File: config.mk
export PLATFORM = sky130hd
export DESIGN_NAME = tdes_job_arbiter
export DESIGN_NICKNAME = d
export VERILOG_FILES = /design/src/rtl/tdes_job_arbiter.sv
export SDC_FILE = /design/constraint.sdc
export NUM_CORES = 1
export LEC_CHECK = 0
export CAP_MARGIN = 30
export CORE_AREA = 2 2 355 357
export DETAILED_ROUTE_END_ITERATION = 6
export DIE_AREA = 0 0 357 359
export SLEW_MARGIN = 20
export SYNTH_ARGS = -nofsm -noshare
export SYNTH_HDL_FRONTEND = slang
export SYNTH_SLANG_ARGS = --single-unit
export TNS_END_PERCENT = 30
File: constraint.sdc
create_clock -name HCLK -period 6.1 [get_ports HCLK]
set_input_delay 1.22 -clock HCLK [delete_from_list [all_inputs] [get_ports HCLK]]
set_output_delay 1.22 -clock HCLK [all_outputs]
set_load 0.005 [all_outputs]
File: src/rtl/tdes_job_arbiter.sv
// tdes_job_arbiter: shares one triple-DES core among NREQ requesters.
// A round-robin arbiter picks one job, holds its operands on the core inputs,
// pulses core_enable, waits for core_done under a watchdog, and returns the
// result to the owning requester over a valid/ready handshake.
//
// Ports:
//   HCLK, HRESET          clock, synchronous active-high reset
//   req_valid/req_ready   per-requester job handshake (req_ready one-hot)
//   req_encr, req_data,
//   req_key1..3           per-requester operands, requester i at [64*i+63:64*i]
//   rsp_valid/rsp_ready   per-requester result handshake (rsp_valid one-hot)
//   rsp_data, rsp_error   shared result bus; rsp_error = watchdog abort
//   core_enable           one-cycle start pulse to the core
//   core_encr, core_data,
//   core_key1..3          operand registers to the core
//   core_result, core_done core output and completion strobe
//   busy                  FSM not idle
//   grant_id              current/last granted requester
module tdes_job_arbiter #(
    parameter int unsigned NREQ    = 2,
    parameter int unsigned TIMEOUT = 255,
    localparam int unsigned IDW    = (NREQ > 1) ? $clog2(NREQ) : 1
) (
    input  logic                 HCLK,
    input  logic                 HRESET,
    input  logic [NREQ-1:0]      req_valid,
    output logic [NREQ-1:0]      req_ready,
    input  logic [NREQ-1:0]      req_encr,
    input  logic [NREQ*64-1:0]   req_data,
    input  logic [NREQ*64-1:0]   req_key1,
    input  logic [NREQ*64-1:0]   req_key2,
    input  logic [NREQ*64-1:0]   req_key3,
    output logic [NREQ-1:0]      rsp_valid,
    input  logic [NREQ-1:0]      rsp_ready,
    output logic [63:0]          rsp_data,
    output logic                 rsp_error,
    output logic                 core_enable,
    output logic                 core_encr,
    output logic [63:0]          core_data,
    output logic [63:0]          core_key1,
    output logic [63:0]          core_key2,
    output logic [63:0]          core_key3,
    input  logic [63:0]          core_result,
    input  logic                 core_done,
    output logic                 busy,
    output logic [IDW-1:0]       grant_id
);

    localparam int unsigned CNTW = 16;

    typedef enum logic [1:0] {
        ST_IDLE  = 2'd0,
        ST_ISSUE = 2'd1,
        ST_WAIT  = 2'd2,
        ST_RESP  = 2'd3
    } state_t;

    state_t          state_q;
    state_t          state_d;
    logic [IDW-1:0]  ptr_q;
    logic [CNTW-1:0] cnt_q;
    logic            win_found;
    logic [IDW-1:0]  win_id;
    logic            timeout_hit;
    int unsigned     scan_idx;

    // Watchdog expires on the TIMEOUT-th WAIT cycle (counter starts at 0).
    assign timeout_hit = (cnt_q == CNTW'(TIMEOUT - 1));

    // Round-robin search: first valid requester upward from ptr+1 with wrap.
    always_comb begin
        win_found = 1'b0;
        win_id    = '0;
        scan_idx  = 0;
        for (int k = 0; k < int'(NREQ); k++) begin
            scan_idx = (32'(ptr_q) + 32'd1 + 32'(k)) % NREQ;
            if (!win_found && req_valid[IDW'(scan_idx)]) begin
                win_found = 1'b1;
                win_id    = IDW'(scan_idx);
            end
        end
    end

    // State register.
    always_ff @(posedge HCLK) begin
        if (HRESET) begin
            state_q <= ST_IDLE;
        end else begin
            state_q <= state_d;
        end
    end

    // Next-state logic; core_done only matters in WAIT and beats the watchdog.
    always_comb begin
        state_d = state_q;
        case (state_q)
            ST_IDLE:  if (win_found) state_d = ST_ISSUE;
            ST_ISSUE: state_d = ST_WAIT;
            ST_WAIT:  if (core_done || timeout_hit) state_d = ST_RESP;
            ST_RESP:  if (rsp_ready[grant_id]) state_d = ST_IDLE;
            default:  state_d = ST_IDLE;
        endcase
    end

    // State-decoded handshake and strobe outputs.
    always_comb begin
        req_ready   = '0;
        rsp_valid   = '0;
        core_enable = 1'b0;
        busy        = 1'b1;
        case (state_q)
            ST_IDLE: begin
                busy = 1'b0;
                if (win_found && !HRESET) req_ready[win_id] = 1'b1;
            end
            ST_ISSUE: core_enable = 1'b1;
            ST_RESP:  rsp_valid[grant_id] = 1'b1;
            default:  ;
        endcase
    end

    // Operand capture, watchdog, result capture and fairness pointer.
    always_ff @(posedge HCLK) begin
        if (HRESET) begin
            ptr_q     <= IDW'(NREQ - 1);
            grant_id  <= '0;
            cnt_q     <= '0;
            core_encr <= 1'b0;
            core_data <= '0;
            core_key1 <= '0;
            core_key2 <= '0;
            core_key3 <= '0;
            rsp_data  <= '0;
            rsp_error <= 1'b0;
        end else begin
            case (state_q)
                ST_IDLE: begin
                    if (win_found) begin
                        grant_id  <= win_id;
                        core_encr <= req_encr[win_id];
                        core_data <= req_data[{win_id, 6'd0} +: 64];
                        core_key1 <= req_key1[{win_id, 6'd0} +: 64];
                        core_key2 <= req_key2[{win_id, 6'd0} +: 64];
                        core_key3 <= req_key3[{win_id, 6'd0} +: 64];
                    end
                end
                ST_ISSUE: cnt_q <= '0;
                ST_WAIT: begin
                    cnt_q <= cnt_q + CNTW'(1);
                    if (core_done) begin
                        rsp_data  <= core_result;
                        rsp_error <= 1'b0;
                    end else if (timeout_hit) begin
                        rsp_data  <= '0;
                        rsp_error <= 1'b1;
                    end
                end
                ST_RESP: begin
                    // Just-served requester gets the lowest priority next time.
                    if (rsp_ready[grant_id]) ptr_q <= grant_id;
                end
                default: ;
            endcase
        end
    end

endmodule

# After elaboration in Yosys (flattened, before gate mapping)
# Index checks and enable logic that the tools add are counted.
# Widths: inputs -> output; s select.
# classes
add_sub_neg	3
n_reduce_logical	14
shift	4
magnitude_cmp	6
muxes	30
n_eq_ne	7
# op_table
op	n
$shiftx 128x8->64	4
$mux 64	2
$pmux 16 s2	1
$mux 1	18
$add 16x1->16 const B	1
$eq 16x8->1 const B	1
$mux 2	6
$lt 1x2->1 const B	4
$pmux 2 s4	1
$ne 2x2->1 const B	3
$reduce_and 2->1	3
$eq 2x2->1 const B	2
$logic_and 1x1->1	4
$reduce_bool 2->1	2
$reduce_and 3->1	1
$add 1x1->1 const B	2
$demux 1 s1	2
$eq 2x1->1 const B	1
$ge 1x1->1 const B	2
$logic_not 1->1	2
$logic_not 2->1	1
$logic_or 1x1->1	1
# word_totals
elab_cells	75
register_bits	342
out_inout_bits	329
in_bits	585

# Depth between registers and ports, before layout
# depth
ltp_word	13
mapped_depth	8
mapped_depth_nobuf	6

# Worst setup path after synthesis
# OpenSTA, ideal clock, no wires.
# synth_timing
path_kind	input to output
start	input HRESET
end	output req_ready[0]
path_slack_ps	2862
stages	4
n_path_buf	2
required_time_ps	4880
arrival_time_ps	2018
cell_sequence	clkbuf_1 -> clkbuf_1 -> inv_1 -> o2111a_1
# synth_between
elab_chain_len	4
# synth_lines
element	line_no	source
start: declaration	25	input logic HRESET,
$logic_not 1->1	114	if (win_found && !HRESET) req_ready[win_id] = 1'b1;
$logic_and 1x1->1	114	
$mux 2	114	
$mux 2	111	case (state_q)
end: declaration	27	output logic [NREQ-1:0] req_ready,
# No other way between the ends.

# Final worst setup path
# layout_timing
start	input req_valid[0]
end	output req_ready[1]
# layout_between
elab_chain_len	12
word_cells_on_any_way	18
cone_classes	order compare: 2; mux: 12; reduce/logical: 4
# layout_lines
element	line_no	source
start: declaration	26	input logic [NREQ-1:0] req_valid,
$mux 1 (implied by the code) (2 in series)	77	if (!win_found && req_valid[IDW'(scan_idx)]) begin
$mux 1	77	
$logic_not 1->1	77	
$logic_and 1x1->1	77	
$mux 1	77	
$lt 1x2->1 (implied by the code) / $ge 1x1->1 (equally long branches)	114	
$logic_and 1x1->1 (implied by the code)	114	
$mux 1 (implied by the code)	114	
$demux 1 s1	114	
$mux 2 (*)	114	
$mux 2 (*)	111	
# Every way passes the cells marked *; elsewhere a longest branch is shown, timed or not. The select of a mux whose other input is x is not followed.

==> flow_summary.toml <==
[global_routing]
antenna_found_initial = 39
grt_max_degree = 152
grtUsageTotal_pct = 12.8
grt_overflow = 0
grt_pass1_wl_um = 117000
first_global_vias = 15600

[logic_synthesis]
synth-warning-count = 0
yosys_most_used_dff = "dfxtp_1"
yosysMostFrequentCell = "nand2_1"
ys_top_cells_by_count = "nand2_1, dfxtp_1, nor2_1"
syn-num-nets = 2290
yosysTopAreaCell = "dfxtp_1"
yosysSeqAreaShare_pct = 49.1
synth-simple-area-share_pct = 23.1
async_flop_share_pct = 0
synth_enable_flop_cells = 0
synth_top_area_share_pct = 49.1
synth_seq_cells = 342
netlist_area_um2 = 13900
syn_inst = 1699
synthMuxAreaShare_pct = 0.144
synth_top_family_by_area = "simple AND/OR/NAND/NOR gates"
synth-compound-area-share_pct = 21.6
ys_top_cells_by_area = "dfxtp_1, a311oi_1, nand2_1, nor2_1, a22o_1"
synthAdderAreaFrac_pct = 0.539
synth_xor_area_share_pct = 0.566
synth_cell_type_count = 44
syn_area_per_cell_um2 = 8.20

[drt]
drc = 0
first_pass_iters = 7
vias_per_cell = 3.81
vias = 16100
wirelength_um = 86400
drt_iter0_markers = 1042
routedWlPerCell_um = 20.5
antenna_left = 0

[timing]
rsz0062_at_grt = "no"
slew_headroom_pct = 29.8
hold_violations = 0
clock_skew_ns = 0.0297
drv_slew = 0
worst_pin_slew_ns = 1.05
fin_tns_setup_ns = 0
setup_viol = 0
finalCritPeriodShare_pct = 70.5
fmax_ghz = 0.233
period_needed_ns = 4.30

[min_path]
whs_path_depth = 1
min_path_type = "reg2reg"

[worst_setup_path]
crit_type = "in2out"
r2r_slack_ns = 3.43
ff2ff_path_depth = 7
cp-start-kind = "input port"
critPathRequiredTime_ns = 4.88
critPathCaptureType = "primary output"
worstPathMaxFanout = 39
arrival_ns = 3.08

[cells_and_area]
syn_to_final_growth_pct = 88.3
nFillCells = 13800
drive_above_1_share_pct = 4.22
nets = 3121
final_area_um2 = 26200

[cts]
clk_path_buf_depth = 3
numCtsBuffers = 43
clock_sinks = 342
clk_pin_slew_ns = 0.06
ctsHoldBuffers = 0
h-tree-depth = 2
worstSkewPairLatency_ns = 0.61
post-cts-setup-buffers = 0
cts_tree = "yes"
cts.repair.resized = 0
cts_root_buf = "clkbuf_16"

[power_and_ir_drop]
vdd.ir_drop.worst_v = 0.000217
cellPowerDensity_nw_per_um2 = 381
power.leakage_uw = 0.00956

[floorplan]
dieArea_um2 = 128000
fp-row-count = 130
initial_core_util_pct = 11.2
die_x_um = 357
die_h_um = 359
core_area_um2 = 125000
ios = 914

[place]
place.gp.congestion = 0.891
dp_hpwl_um = 68100
placed_area_um2 = 24800
io_buffers = 913

[outcome]
status = "completed"

[job]
maxCapViolCount = 0
[cell type report]
class	instances	area [µm²]	share of cell area (%)
clock inverters	16	174	0.663
multi-input cells	1189	6430	24.5
well taps	1650	2060	7.87
clock buffers	59	1180	4.48
flip-flops and latches	342	6850	26.1
inverters	10	37.5	0.143
repair buffers	944	9480	36.1
diodes	13	32.5	0.124
[final timing paths]
path / start / to
hold / removal: rsp_data[24] / rsp_data[24]
setup reg to reg: cnt_q[1] / rsp_data[26]
setup / recovery: req_valid[0] / req_ready[1]
hold reg to reg: rsp_data[24] / rsp_data[24]
[state kept, by name, indices dropped and copies added, names as in the netlist, 2 cells and up]
register / flops
cnt_q: 16
core_data: 64
core_key1: 64
core_key2: 64
core_key3: 64
rsp_data: 64
state_q: 2
[cells in the final DEF (no fill, tap or decap), types with 2 or more instances in the layout]
cell	Yosys	layout
mux2i_1	2	2
o21ai_0	4	4
clkdlybuf4s50_1	0	912
inv_1	10	10
diode_2	0	13
a311oi_1	257	257
dfxtp_1	342	342
a211oi_1	2	2
clkbuf_16	0	43
or4_1	2	2
xor2_1	7	7
and3_1	4	4
xnor2_1	2	2
a21oi_1	9	8
or3_1	3	3
nand2_1	525	524
clkinv_2	0	9
ha_1	6	6
buf_12	0	7
nor4_1	2	2
a21oi_4	1	2
a22o_1	64	64
clkbuf_1	138	12
nand4_1	8	8
bufinv_16	0	2
buf_4	0	23
clkbuf_8	0	4
nand3_1	3	3
clkinv_8	0	2
nor2_1	267	267
[stage by stage]
step	worst slack [ns]	util, %	hold WS (ns)	cells	power, µW
6_report	1.80	21.1	0.477	4223	10000
5_1_grt	1.67	21.0	0.494	4213	10700
4_1_cts	1.73	21.0	0.480	4209	10200
3_5_place_dp	1.77	19.9	0.463	4134	7540
3_3_place_gp	1.77	19.9	0.462	4134	7500
2_1_floorplan	2.86	-	0.457	1699	5000
[per-layer routing]
| layer | track usage, % | vias up | share of wire (%) |
|---|---|---|---|
| met5 | 0 | - | 0.16 |
| met4 | 4.23 | 22 | 2.8 |
| met3 | 5.57 | 141 | 11 |
| met2 | 20.7 | 736 | 46 |
| met1 | 15.0 | 7513 | 40 |
| li1 | - | 7662 | - |
[logic make-up (layout without fill, tap and decap cells)]
| family | count (synthesis) | in the layout |
|---|---|---|
| and+or+nand+nor | 825 | 825 |
| AOI/OAI and AO/OA | 347 | 347 |
| DFF | 342 | 342 |
| buffers and inverters | 168 | 1029 |
| xor gates and xnor gates | 9 | 9 |
| adders and majority gates | 6 | 6 |
| muxes | 2 | 2 |
| other | 0 | 13 |
[power by group]
part	switching (µW)	leakage (µW)	internal, µW	total (µW)
clock	1090	0.000665	1440	2530
sequential	405	0.00282	2890	3290
combinational	2070	0.00607	2120	4180
[worst max-delay path, cell delays in order]
cell	delay (ns)
clkdlybuf4s50_1	0.48
nand2_1	0.15
nand2_4	0.29
nor3_1	0.37
clkdlybuf4s50_1	0.56
Power figures use the tool's default switching activity.
